`src/rtl/vo_stream_pkg.sv`:
```
`default_nettype none
// ============================================================================
// Module      : vo_stream_pkg
// Description : Shared types and defaults for the pixel streamer: FSM state
//               encoding, the {pixel,depth} FIFO entry and default frame size.
// Ports       : none (package)
// Revision    : 1.0 - initial release
// ============================================================================
package vo_stream_pkg;

  localparam logic [11:0] DEFAULT_WIDTH  = 12'd640;
  localparam logic [11:0] DEFAULT_HEIGHT = 12'd480;

  localparam int unsigned PIXEL_W = 8;
  localparam int unsigned DEPTH_W = 10;
  localparam int unsigned ENTRY_W = PIXEL_W + DEPTH_W;

  // One buffered host beat; pixel occupies the upper bits.
  typedef struct packed {
    logic [PIXEL_W-1:0] pixel;
    logic [DEPTH_W-1:0] depth;
  } entry_t;

  typedef enum logic [2:0] {
    IDLE      = 3'd0,
    WAIT_SOF  = 3'd1,
    START     = 3'd2,
    STREAM    = 3'd3,
    DRAIN_END = 3'd4
  } state_t;

endpackage
`default_nettype wire

```
`src/rtl/pixel_streamer_if.sv`:
```
`default_nettype none
// ============================================================================
// Module      : pixel_streamer_if
// Description : Host-side and detector-side signal bundle of the streamer.
// Ports       : master - drives enable, host beat and chip_ready;
//                        observes ready and detector outputs
//               slave  - the streamer view (mirror of master)
// Revision    : 1.0 - initial release
// ============================================================================
interface pixel_streamer_if;
  import vo_stream_pkg::*;

  logic               i_enable;
  logic               i_host_valid;
  logic               o_host_ready;
  logic               i_host_sof;
  logic [PIXEL_W-1:0] i_host_pixel;
  logic [DEPTH_W-1:0] i_host_depth;
  logic               i_chip_ready;
  logic               o_frame_start;
  logic               o_valid;
  logic [PIXEL_W-1:0] o_pixel;
  logic [DEPTH_W-1:0] o_depth;
  logic               o_frame_done;
  logic               o_sync_err;

  modport master (
    output i_enable, i_host_valid, i_host_sof, i_host_pixel, i_host_depth, i_chip_ready,
    input  o_host_ready, o_frame_start, o_valid, o_pixel, o_depth, o_frame_done, o_sync_err
  );

  modport slave (
    input  i_enable, i_host_valid, i_host_sof, i_host_pixel, i_host_depth, i_chip_ready,
    output o_host_ready, o_frame_start, o_valid, o_pixel, o_depth, o_frame_done, o_sync_err
  );

endinterface
`default_nettype wire

```
`src/rtl/stream_fifo.sv`:
```
`default_nettype none
// ============================================================================
// Module      : stream_fifo
// Description : Register-based show-ahead FIFO. rdata always presents the
//               oldest entry; callers must not push when full or pop when empty.
// Ports       : clk, rst_n (async active-low), push/wdata, pop/rdata,
//               full, empty
// Revision    : 1.0 - initial release
// ============================================================================
module stream_fifo #(
  parameter int unsigned DEPTH  = 4,
  parameter int unsigned DATA_W = 18
) (
  input  wire logic              clk,
  input  wire logic              rst_n,
  input  wire logic              push,
  input  wire logic [DATA_W-1:0] wdata,
  input  wire logic              pop,
  output logic      [DATA_W-1:0] rdata,
  output logic                   full,
  output logic                   empty
);

  localparam int unsigned AW = $clog2(DEPTH);
  localparam logic [AW:0] PTR_ONE = {{AW{1'b0}}, 1'b1};

  // Pointers carry one extra wrap bit to tell full from empty.
  logic [AW:0]       wr_ptr;
  logic [AW:0]       rd_ptr;
  logic [DATA_W-1:0] mem [DEPTH];

  always_ff @(posedge clk or negedge rst_n) begin
    if (!rst_n) begin
      wr_ptr <= '0;
      rd_ptr <= '0;
    end else begin
      if (push) wr_ptr <= wr_ptr + PTR_ONE;
      if (pop)  rd_ptr <= rd_ptr + PTR_ONE;
    end
  end

  always_ff @(posedge clk) begin
    if (push) mem[wr_ptr[AW-1:0]] <= wdata;
  end

  assign rdata = mem[rd_ptr[AW-1:0]];
  assign empty = (wr_ptr == rd_ptr);
  assign full  = (wr_ptr[AW-1:0] == rd_ptr[AW-1:0]) && (wr_ptr[AW] != rd_ptr[AW]);

endmodule
`default_nettype wire

```
`src/rtl/pixel_streamer.sv`:
```
`default_nettype none
// ============================================================================
// Module      : pixel_streamer
// Description : Captures one host frame (WIDTH*HEIGHT beats starting at a
//               start-of-frame beat) through an elastic FIFO and replays it to
//               the detector with frame_start / frame_done framing pulses.
// Ports       : i_clk, i_rst_n (async active-low)
//               bus (slave) - host beat handshake, enable, chip_ready and
//                             detector outputs
// Revision    : 1.0 - initial release
// ============================================================================
module pixel_streamer
  import vo_stream_pkg::*;
#(
  parameter logic [11:0] WIDTH      = DEFAULT_WIDTH,
  parameter logic [11:0] HEIGHT     = DEFAULT_HEIGHT,
  parameter int unsigned FIFO_DEPTH = 4
) (
  input wire logic         i_clk,
  input wire logic         i_rst_n,
  pixel_streamer_if.slave  bus
);

  localparam logic [23:0] FRAME_BEATS = {12'd0, WIDTH} * {12'd0, HEIGHT};

  state_t      state;
  state_t      state_next;
  logic        host_ready;
  logic        host_fire;
  logic        frame_start;
  logic        frame_done;
  logic        sync_err;
  logic        push;
  logic        pop;
  logic        fifo_full;
  logic        fifo_empty;
  entry_t      wr_entry;
  entry_t      rd_entry;
  logic        valid;
  logic [7:0]  pixel;
  logic [9:0]  depth;
  logic [23:0] wr_count;
  logic [11:0] x;
  logic [11:0] y;
  logic        last_beat;

  assign wr_entry  = '{pixel: bus.i_host_pixel, depth: bus.i_host_depth};
  assign last_beat = valid && (x == WIDTH - 12'd1) && (y == HEIGHT - 12'd1);

  stream_fifo #(
    .DEPTH  (FIFO_DEPTH),
    .DATA_W (ENTRY_W)
  ) u_fifo (
    .clk   (i_clk),
    .rst_n (i_rst_n),
    .push  (push),
    .wdata (wr_entry),
    .pop   (pop),
    .rdata (rd_entry),
    .full  (fifo_full),
    .empty (fifo_empty)
  );

  // State register
  always_ff @(posedge i_clk or negedge i_rst_n) begin
    if (!i_rst_n) state <= IDLE;
    else          state <= state_next;
  end

  // Next-state logic
  always_comb begin
    state_next = state;
    unique case (state)
      IDLE:      if (bus.i_enable) state_next = WAIT_SOF;
      WAIT_SOF:  if (host_fire && bus.i_host_sof) state_next = START;
      START:     state_next = STREAM;
      STREAM:    if (last_beat) state_next = DRAIN_END;
      DRAIN_END: state_next = bus.i_enable ? WAIT_SOF : IDLE;
      default:   state_next = IDLE;
    endcase
  end

  // Output / control logic
  always_comb begin
    host_ready  = 1'b0;
    host_fire   = 1'b0;
    frame_start = (state == START);
    frame_done  = (state == DRAIN_END);
    sync_err    = 1'b0;
    push        = 1'b0;
    pop         = 1'b0;
    if ((state == WAIT_SOF) || (state == START) || (state == STREAM)) begin
      host_ready = !fifo_full && (wr_count < FRAME_BEATS);
    end
    host_fire = bus.i_host_valid && host_ready;
    // A non-sof beat while hunting for sof is swallowed, not buffered.
    sync_err  = host_fire && (((state == WAIT_SOF) && !bus.i_host_sof) ||
                              ((state == STREAM) && bus.i_host_sof));
    push      = host_fire && !((state == WAIT_SOF) && !bus.i_host_sof);
    // Popping already in START gives the 2-cycle first-pixel latency while
    // keeping o_valid low during the START cycle itself.
    pop       = ((state == START) || (state == STREAM)) && !fifo_empty && bus.i_chip_ready;
  end

  // Registered detector outputs; pixel/depth hold while valid is low.
  always_ff @(posedge i_clk or negedge i_rst_n) begin
    if (!i_rst_n) begin
      valid <= 1'b0;
      pixel <= '0;
      depth <= '0;
    end else begin
      valid <= pop;
      if (pop) begin
        pixel <= rd_entry.pixel;
        depth <= rd_entry.depth;
      end
    end
  end

  // Input beat count bounds the frame; output x/y locate the frame end.
  always_ff @(posedge i_clk or negedge i_rst_n) begin
    if (!i_rst_n) begin
      wr_count <= '0;
      x        <= '0;
      y        <= '0;
    end else begin
      if ((state == IDLE) || (state == DRAIN_END)) wr_count <= '0;
      else if (push)                               wr_count <= wr_count + 24'd1;
      if (valid) begin
        if (x == WIDTH - 12'd1) begin
          x <= '0;
          y <= (y == HEIGHT - 12'd1) ? 12'd0 : y + 12'd1;
        end else begin
          x <= x + 12'd1;
        end
      end
    end
  end

  assign bus.o_host_ready  = host_ready;
  assign bus.o_frame_start = frame_start;
  assign bus.o_frame_done  = frame_done;
  assign bus.o_sync_err    = sync_err;
  assign bus.o_valid       = valid;
  assign bus.o_pixel       = pixel;
  assign bus.o_depth       = depth;

endmodule
`default_nettype wire

```
`src/flat_wrapper.sv`:
```
// flat-port wrapper written by rule: the top's interface ports become plain ports
module pixel_streamer_flat import vo_stream_pkg::*;
#(
  parameter logic [11:0] WIDTH      = DEFAULT_WIDTH,
  parameter logic [11:0] HEIGHT     = DEFAULT_HEIGHT,
  parameter int unsigned FIFO_DEPTH = 4
)
  (i_clk, i_rst_n, bus_i_enable, bus_i_host_valid, bus_i_host_sof, bus_i_host_pixel, bus_i_host_depth, bus_i_chip_ready, bus_o_host_ready, bus_o_frame_start, bus_o_valid, bus_o_pixel, bus_o_depth, bus_o_frame_done, bus_o_sync_err);
  pixel_streamer_if bus_i ();
  input wire logic i_clk;
  input wire logic i_rst_n;
  input wire logic [$bits(bus_i.i_enable)-1:0] bus_i_enable;
  input wire logic [$bits(bus_i.i_host_valid)-1:0] bus_i_host_valid;
  input wire logic [$bits(bus_i.i_host_sof)-1:0] bus_i_host_sof;
  input wire logic [$bits(bus_i.i_host_pixel)-1:0] bus_i_host_pixel;
  input wire logic [$bits(bus_i.i_host_depth)-1:0] bus_i_host_depth;
  input wire logic [$bits(bus_i.i_chip_ready)-1:0] bus_i_chip_ready;
  output wire logic [$bits(bus_i.o_host_ready)-1:0] bus_o_host_ready;
  output wire logic [$bits(bus_i.o_frame_start)-1:0] bus_o_frame_start;
  output wire logic [$bits(bus_i.o_valid)-1:0] bus_o_valid;
  output wire logic [$bits(bus_i.o_pixel)-1:0] bus_o_pixel;
  output wire logic [$bits(bus_i.o_depth)-1:0] bus_o_depth;
  output wire logic [$bits(bus_i.o_frame_done)-1:0] bus_o_frame_done;
  output wire logic [$bits(bus_i.o_sync_err)-1:0] bus_o_sync_err;
  assign bus_i.i_enable = bus_i_enable;
  assign bus_i.i_host_valid = bus_i_host_valid;
  assign bus_i.i_host_sof = bus_i_host_sof;
  assign bus_i.i_host_pixel = bus_i_host_pixel;
  assign bus_i.i_host_depth = bus_i_host_depth;
  assign bus_i.i_chip_ready = bus_i_chip_ready;
  assign bus_o_host_ready = bus_i.o_host_ready;
  assign bus_o_frame_start = bus_i.o_frame_start;
  assign bus_o_valid = bus_i.o_valid;
  assign bus_o_pixel = bus_i.o_pixel;
  assign bus_o_depth = bus_i.o_depth;
  assign bus_o_frame_done = bus_i.o_frame_done;
  assign bus_o_sync_err = bus_i.o_sync_err;
  pixel_streamer #(.WIDTH(WIDTH), .HEIGHT(HEIGHT), .FIFO_DEPTH(FIFO_DEPTH)) u_core (.i_clk(i_clk), .i_rst_n(i_rst_n), .bus(bus_i));
endmodule
```
`config.mk`:
```
export PLATFORM = sky130hd
export DESIGN_NAME = pixel_streamer_flat
export DESIGN_NICKNAME = d
export VERILOG_FILES = /design/src/rtl/vo_stream_pkg.sv /design/src/rtl/pixel_streamer_if.sv /design/src/rtl/stream_fifo.sv /design/src/rtl/pixel_streamer.sv /design/src/flat_wrapper.sv
export SDC_FILE = /design/constraint.sdc
export NUM_CORES = 1
export LEC_CHECK = 0
export ABC_CLOCK_PERIOD_IN_PS = 3300
export CAP_MARGIN = 20
export CELL_PAD_IN_SITES_DETAIL_PLACEMENT = 1
export CELL_PAD_IN_SITES_GLOBAL_PLACEMENT = 1
export CORE_ASPECT_RATIO = 1.1
export CORE_MARGIN = 2
export CORE_UTILIZATION = 45
export CTS_BUF_LIST = sky130_fd_sc_hd__clkbuf_2 sky130_fd_sc_hd__clkbuf_4 sky130_fd_sc_hd__clkbuf_8
export CTS_CLUSTER_SIZE = 8
export DETAILED_ROUTE_END_ITERATION = 16
export PLACE_DENSITY_LB_ADDON = 0.1
export SLEW_MARGIN = 20
export SYNTH_ARGS = -nofsm -noshare
export SYNTH_HDL_FRONTEND = slang
export SYNTH_SLANG_ARGS = --single-unit
```
`constraint.sdc`:
```
create_clock -name i_clk -period 3.3 [get_ports i_clk]
set_clock_uncertainty 0.15 [all_clocks]
set_input_delay 0.66 -clock i_clk [delete_from_list [all_inputs] [get_ports i_clk]]
set_output_delay 0.66 -clock i_clk [all_outputs]
set_load 0.03 [all_outputs]
```
==> results.md, run 1 <==
* Max-slew violations at 0
* Initial Utilization at 0.458
* CTS Buf Count at 17
* # DRC at 0
* Synth warn at 0
* Commonest non-fill, non-tap cell in the layout: dfrtp_1
* Setup bufs post-CTS at 0
* Clock Latency Late Sink at 450 ps
* WS Path Type: reg2out
* Via Count at 3806
* Synthesized instance count at 436
* Via density at 5.41
* Worst ir drop on vdd at 0.669 mV
* Finished Cell Area at 0.00744 mm2
* Antenna fix cells at 0
* Vias in the first global route at 4201
* Synth Net Count at 468
* Dominant synthesized flop cell: dfrtp_1
* # nets final at 534
* Final min period at 3050 ps
* IO Port Bufs at 46
* Maxcap violations at 0
* Worst relative slew slack at 0.711
* Wire per inst at 17.9 um
* Die Y-Extent at 128 um
* Clk buf depth at 2
* IO Count at 47
* Core area at 0.0137 mm2
* Share of layout cells above drive strength 1 at 0.186
* Largest net degree at the start of global routing at 77
* Iter 0 DRT Violations at 188
* Crit path cell chain: a2111oi_0 -> or4b_1 -> and3_2 -> dlygate4sd2_1
* Worst-path maximum fanout at 7
* Fmax at 328 MHz
* Chip width at 116 um
* RSZ-0062 raised after global routing: no
* Buffers & Inverters on Critical Path at 1
* Final hold violations at 0
* P&R area growth vs syn at 18.9%
* Power per Cell Area at 804 mW/mm2
* Crit path required time at 2490 ps
* Critical-path top delay cell: or4b_1
* Crit-path max cell delay at 620 ps
* Outcome: completed
* DP Cell Count at 669
* Asr flop ratio synth at 0.514
* Worst path top cell family by delay: simple AND/OR/NAND/NOR gates
* Startpoint Class: flip-flop
* Post-Syn Area at 0.00626 mm2
* Root buffer cell: clkbuf_8
* Period utilization at 0.925
* Initial antenna violation count at 0
* Hpwl dp at 8070 um
* Routability Congestion at 0.771
* Commonest cells after routing, fill and taps aside: dfrtp_1 (76), edfxtp_1 (72), clkdlybuf4s50_1 (43)
* H-tree Lvls at 4
* Post-synth EDFFs at 72
* Area after DPL at 0.00700 mm2
* Die area at 0.0149 mm2
* Crit. End Element: output port
* TNS Setup at 0 ps
* Global-route wire length before repair at 20900 um
* Clock slew at reported path FFs at 80 ps
* Least-Margin Pin Slew at 434 ps
* Rows at 45
* Seq cells post-synth at 148
* Post-synthesis cell type count at 53
* Sequential-to-total area share from yosys stat at 0.649
* Min-delay worst type: reg2reg
* CTS tree: yes
* Critical path arrival at 2240 ps
* Setup violations, final at 0
* Grt total ovfl at 0
* Total track usage at 0.187
* Drt pass-1 iters at 4
* Clock Sinks at 148
* Syn_area_per_cell at 14.4 um2
* LEAKAGE at 2.83 nW
* WL final at 12600 um
* Finished Layout Cells at 703
* Final hold slack at 331 ps
* Antenna-violating nets left at 0
[synth_stat cells, types with 2 or more instances]
cell | n | share of area
nand3_1 | 15 | 0.012
o21ai_0 | 16 | 0.013
or3_1 | 7 | 0.0070
nor4_1 | 4 | 0.0040
edfxtp_1 | 72 | 0.35
nand4_1 | 14 | 0.014
inv_1 | 10 | 0.0060
buf_6 | 2 | 0.0036
nor4b_1 | 2 | 0.0028
or4_1 | 3 | 0.0036
xor2_1 | 9 | 0.013
or4b_1 | 4 | 0.0064
ha_1 | 8 | 0.016
mux2_2 | 19 | 0.034
nand2_1 | 33 | 0.020
clkbuf_1 | 4 | 0.0024
mux4_2 | 18 | 0.065
buf_2 | 5 | 0.0040
nor3_1 | 3 | 0.0024
buf_1 | 2 | 0.0012
o31ai_1 | 6 | 0.0072
mux2i_1 | 2 | 0.0032
nor4_4 | 2 | 0.0068
and3_1 | 5 | 0.0050
a41o_1 | 4 | 0.0064
a31oi_1 | 3 | 0.0030
o41ai_1 | 3 | 0.0042
xnor2_1 | 13 | 0.018
a21oi_1 | 16 | 0.013
nor2_1 | 25 | 0.015
a21o_1 | 2 | 0.0024
dfrtp_1 | 76 | 0.30
and2_1 | 9 | 0.0090
[layout make-up]
| cell class | instances | area [um2] |
|---|---|---|
| multi-input combinational | 264 | 2090 |
| fill | 1359 | 6240 |
| inverter | 10 | 37.5 |
| sequential | 148 | 4060 |
| timing repair buffer | 61 | 614 |
| clock buffer | 19 | 249 |
| clock inverter | 13 | 158 |
| tap | 188 | 235 |
[final timing paths]
check / from / endpoint / slack (ps) / cells past startpoint
worst min register to register: u_core.x[6] / u_core.x[6] / 330 / 1
min in group asynchronous: i_rst_n / u_core.y[6] / 540 / 2
worst max-delay path: u_core.wr_count[12] / bus_o_host_ready / 250 / 4
worst min-delay path: u_core.x[6] / u_core.x[6] / 330 / 1
worst max register to register: u_core.wr_count[21] / u_core.u_fifo.mem[1][17] / 890 / 6
max in group asynchronous: i_rst_n / u_core.wr_count[20] / 1880 / 3
[kinds of logic (layout without fill, tap and decap cells)]
logic type | count (synthesis) | count (layout) | synth area share
muxes | 39 | 39 | 0.102
adders and majority gates | 8 | 8 | 0.0160
buffers and inverters | 24 | 103 | 0.0188
AOI/OAI and AO/OA | 57 | 57 | 0.0586
xor gates and xnor gates | 22 | 22 | 0.0308
and+or+nand+nor | 138 | 138 | 0.125
DFF | 148 | 148 | 0.649
[worst register-to-register path, stage by stage, from the launching register on]
cell and delay, ps:
dfrtp_1 380, or4_4 540, nor4_4 160, buf_4 190, and3b_2 250, and2_1 150, buf_4 270
[state kept, by name, indices dropped and copies added, names as in the netlist]
| register | count |
|---|---|
| u_core.u_fifo.rd_ptr | 3 |
| u_core.x | 12 |
| u_core.u_fifo.wr_ptr | 3 |
| u_core.state | 3 |
| u_core.bus.o_valid | 1 |
| u_core.bus.o_pixel | 8 |
| u_core.bus.o_depth | 10 |
| u_core.u_fifo.mem | 72 |
| u_core.y | 12 |
| u_core.wr_count | 24 |
[per-layer routing]
layer | GRT usage | routed length [um] | vias up
li1 | - | - | 1781
met1 | 0.229 | 5510 | 1947
met2 | 0.316 | 6400 | 55
met3 | 0.0440 | 382 | 23
met4 | 0.0798 | 283 | 0
met5 | 0 | 0 | -
[where the power goes]
group	total (mW)	internal [mW]	switching, mW
combinational	1.92	0.903	1.02
sequential	2.63	2.40	0.229
clock	1.44	0.763	0.678
total	5.99	4.06	1.92
[per-stage QoR]
step	worst slack (ps)	total power [mW]	util
3_5_place_dp	395	4.63	0.512
2_1_floorplan	356	3.90	-
5_1_grt	88.9	6.32	0.544
6_report	247	5.99	0.544
3_3_place_gp	421	4.56	0.512
4_1_cts	215	6.09	0.541
[timing repair]
| item | in CTS | in global routing |
|---|---|---|
| hold buffers | 0 | 1 |
| hold endpoints to repair | 0 | 6 |
| endpoints found under the setup margin | 1 | 0 |
| gates resized for setup | 1 | 0 |
Note: power is estimated with default switching activity, not from simulation.
==> inputs of run 2 (changes only) <==
--- a/config.mk
+++ b/config.mk
@@ -7,15 +7,12 @@
 export LEC_CHECK = 0
 export ABC_CLOCK_PERIOD_IN_PS = 3300
 export CAP_MARGIN = 20
-export CELL_PAD_IN_SITES_DETAIL_PLACEMENT = 1
-export CELL_PAD_IN_SITES_GLOBAL_PLACEMENT = 1
 export CORE_ASPECT_RATIO = 1.1
 export CORE_MARGIN = 2
 export CORE_UTILIZATION = 45
 export CTS_BUF_LIST = sky130_fd_sc_hd__clkbuf_2 sky130_fd_sc_hd__clkbuf_4 sky130_fd_sc_hd__clkbuf_8
 export CTS_CLUSTER_SIZE = 8
 export DETAILED_ROUTE_END_ITERATION = 16
-export PLACE_DENSITY_LB_ADDON = 0.1
 export SLEW_MARGIN = 20
 export SYNTH_ARGS = -nofsm -noshare
 export SYNTH_HDL_FRONTEND = slang
==> run 2 against run 1 <==
Sequential power barely moved. Power is 1.4% lower. First-iteration DRC count decreased by 3.2%. Clock power is essentially flat. Sequential share of layout area increased by 0.38 points. Global-route usage down 1.6 points. Critical path type unchanged.
==> results.md, run 2 (synthesized netlist as in run 1, its figures left out) <==
* Max reg flops at 72
* RR Startpoint: u_core.x[8]
* CTS tree: yes
* Clk buf depth at 2
* LEAKAGE at 2.82 nW
* # DRC at 0
* Die Y-Extent at 128 um
* Rows at 45
* WL final at 11400 um
* Antenna fix cells at 0
* H-tree Lvls at 4
* # nets final at 532
* Critical path arrival at 2210 ps
* CTS Buf Count at 17
* Power per Cell Area at 799 mW/mm2
* Clock slew at reported path FFs at 80 ps
* Max-slew violations at 0
* Wire per inst at 16.3 um
* IO Port Bufs at 46
* RSZ-0062 raised after global routing: no
* IO Count at 47
* Final min period at 3020 ps
* Crit-path max cell delay at 670 ps
* Commonest non-fill, non-tap cell in the layout: dfrtp_1
* Crit path cell chain: or2_2 -> nor2_1 -> clkdlybuf4s50_1
* Core area at 0.0137 mm2
* Grt total ovfl at 0
* Setup violations, final at 0
* Share of layout cells above drive strength 1 at 0.189
* Worst slack, placed at 419 ps
* Crit. End Element: output port
* Initial Utilization at 0.458
* Critical-path top delay cell: clkdlybuf4s50_1
* WS Path Type: reg2out
* DP Cell Count at 669
* Vias in the first global route at 3788
* Min-delay worst type: in2async
* Routability Congestion at 0.760
* CTS Hold Buffers Added at 0
* Worst-path maximum fanout at 13
* Outcome: completed
* Worst relative slew slack at 0.526
* Finished Layout Cells at 701
* Final hold violations at 0
* Fin worst setup slack at 278 ps
* TNS Setup at 0 ps
* Antenna-violating nets left at 0
* Crit path required time at 2490 ps
* Setup crit start: u_core.state[1]
* Largest net degree at the start of global routing at 77
* Startpoint Class: flip-flop
* P&R area growth vs syn at 18.1%
* Global-route wire length before repair at 19000 um
* Iter 0 DRT Violations at 182
* Via density at 5.35
* Via Count at 3751
* Buffers & Inverters on Critical Path at 1
* Root buffer cell: clkbuf_8
* Clock Sinks at 148
* Hpwl dp at 7200 um
* Chip width at 116 um
* Worst r2r dst: u_core.y[11]
* Fmax at 331 MHz
* Period utilization at 0.916
* Core Util, Final at 0.540
* Cell count of the worst reg-to-reg path at 5
* R2R Setup Slk at 810 ps
* Total track usage at 0.171
* Clock Latency Late Sink at 450 ps
* Maxcap violations at 0
* Worst path top cell family by delay: buffers and inverters
* Least-Margin Pin Slew at 710 ps
* Worst ir drop on vdd at 0.515 mV
* Drt pass-1 iters at 4
* Commonest cells after routing, fill and taps aside: dfrtp_1 (76), edfxtp_1 (72), clkdlybuf4s50_1 (43)
* Initial antenna violation count at 0
* Die area at 0.0149 mm2
-- run 2: cell type report --
type	count	area (um2)
well taps	188	235
flip-flops and latches	148	4060
repair buffers	59	559
clock inverters	11	126
multi-input cells	264	2090
clock buffers	21	283
inverters	10	37.5
fillers	1172	6290
-- run 2: power breakdown --
group	switching (mW)	leakage, nW	internal, mW
Combinational	0.984	1.00	0.882
Clock	0.674	0.210	0.744
Sequential	0.222	1.61	2.40
-- run 2: how the worst max path moves through the flow --
stage | slack, ps | endpoint | cells after the start
5_1_grt | 150 | bus_o_frame_done | 3
6_report | 280 | bus_o_frame_done | 3
3_5_place_dp | 420 | u_core.u_fifo.mem[1][0] | 6
2_1_floorplan | 360 | bus_o_sync_err | 4
3_3_place_gp | 440 | u_core.u_fifo.mem[2][0] | 6
4_1_cts | 20 | bus_o_host_ready | 4
-- run 2: layer usage --
layer / global-route usage / vias up / wire [um]
met3: 0.0558 / 19 / 509
met4: 0.0609 / 0 / 152
li1: - / 1785 / -
met1: 0.220 / 1878 / 5100
met5: 0 / - / 0
met2: 0.272 / 69 / 5660
-- run 2: timing repair --
action / CTS / global route
gates resized for setup: 0 / 2
setup endpoints to repair: 0 / 1
buffers inserted: 0 / 0
-- run 2: per-stage QoR --
stage	total power, mW	cell area (um2)	hold WS (ps)
3_3_place_gp	4.53	6980	309
2_1_floorplan	3.90	6270	214
5_1_grt	6.26	7390	121
4_1_cts	6.00	7380	241
6_report	5.90	7390	77.5
3_5_place_dp	4.57	6980	308
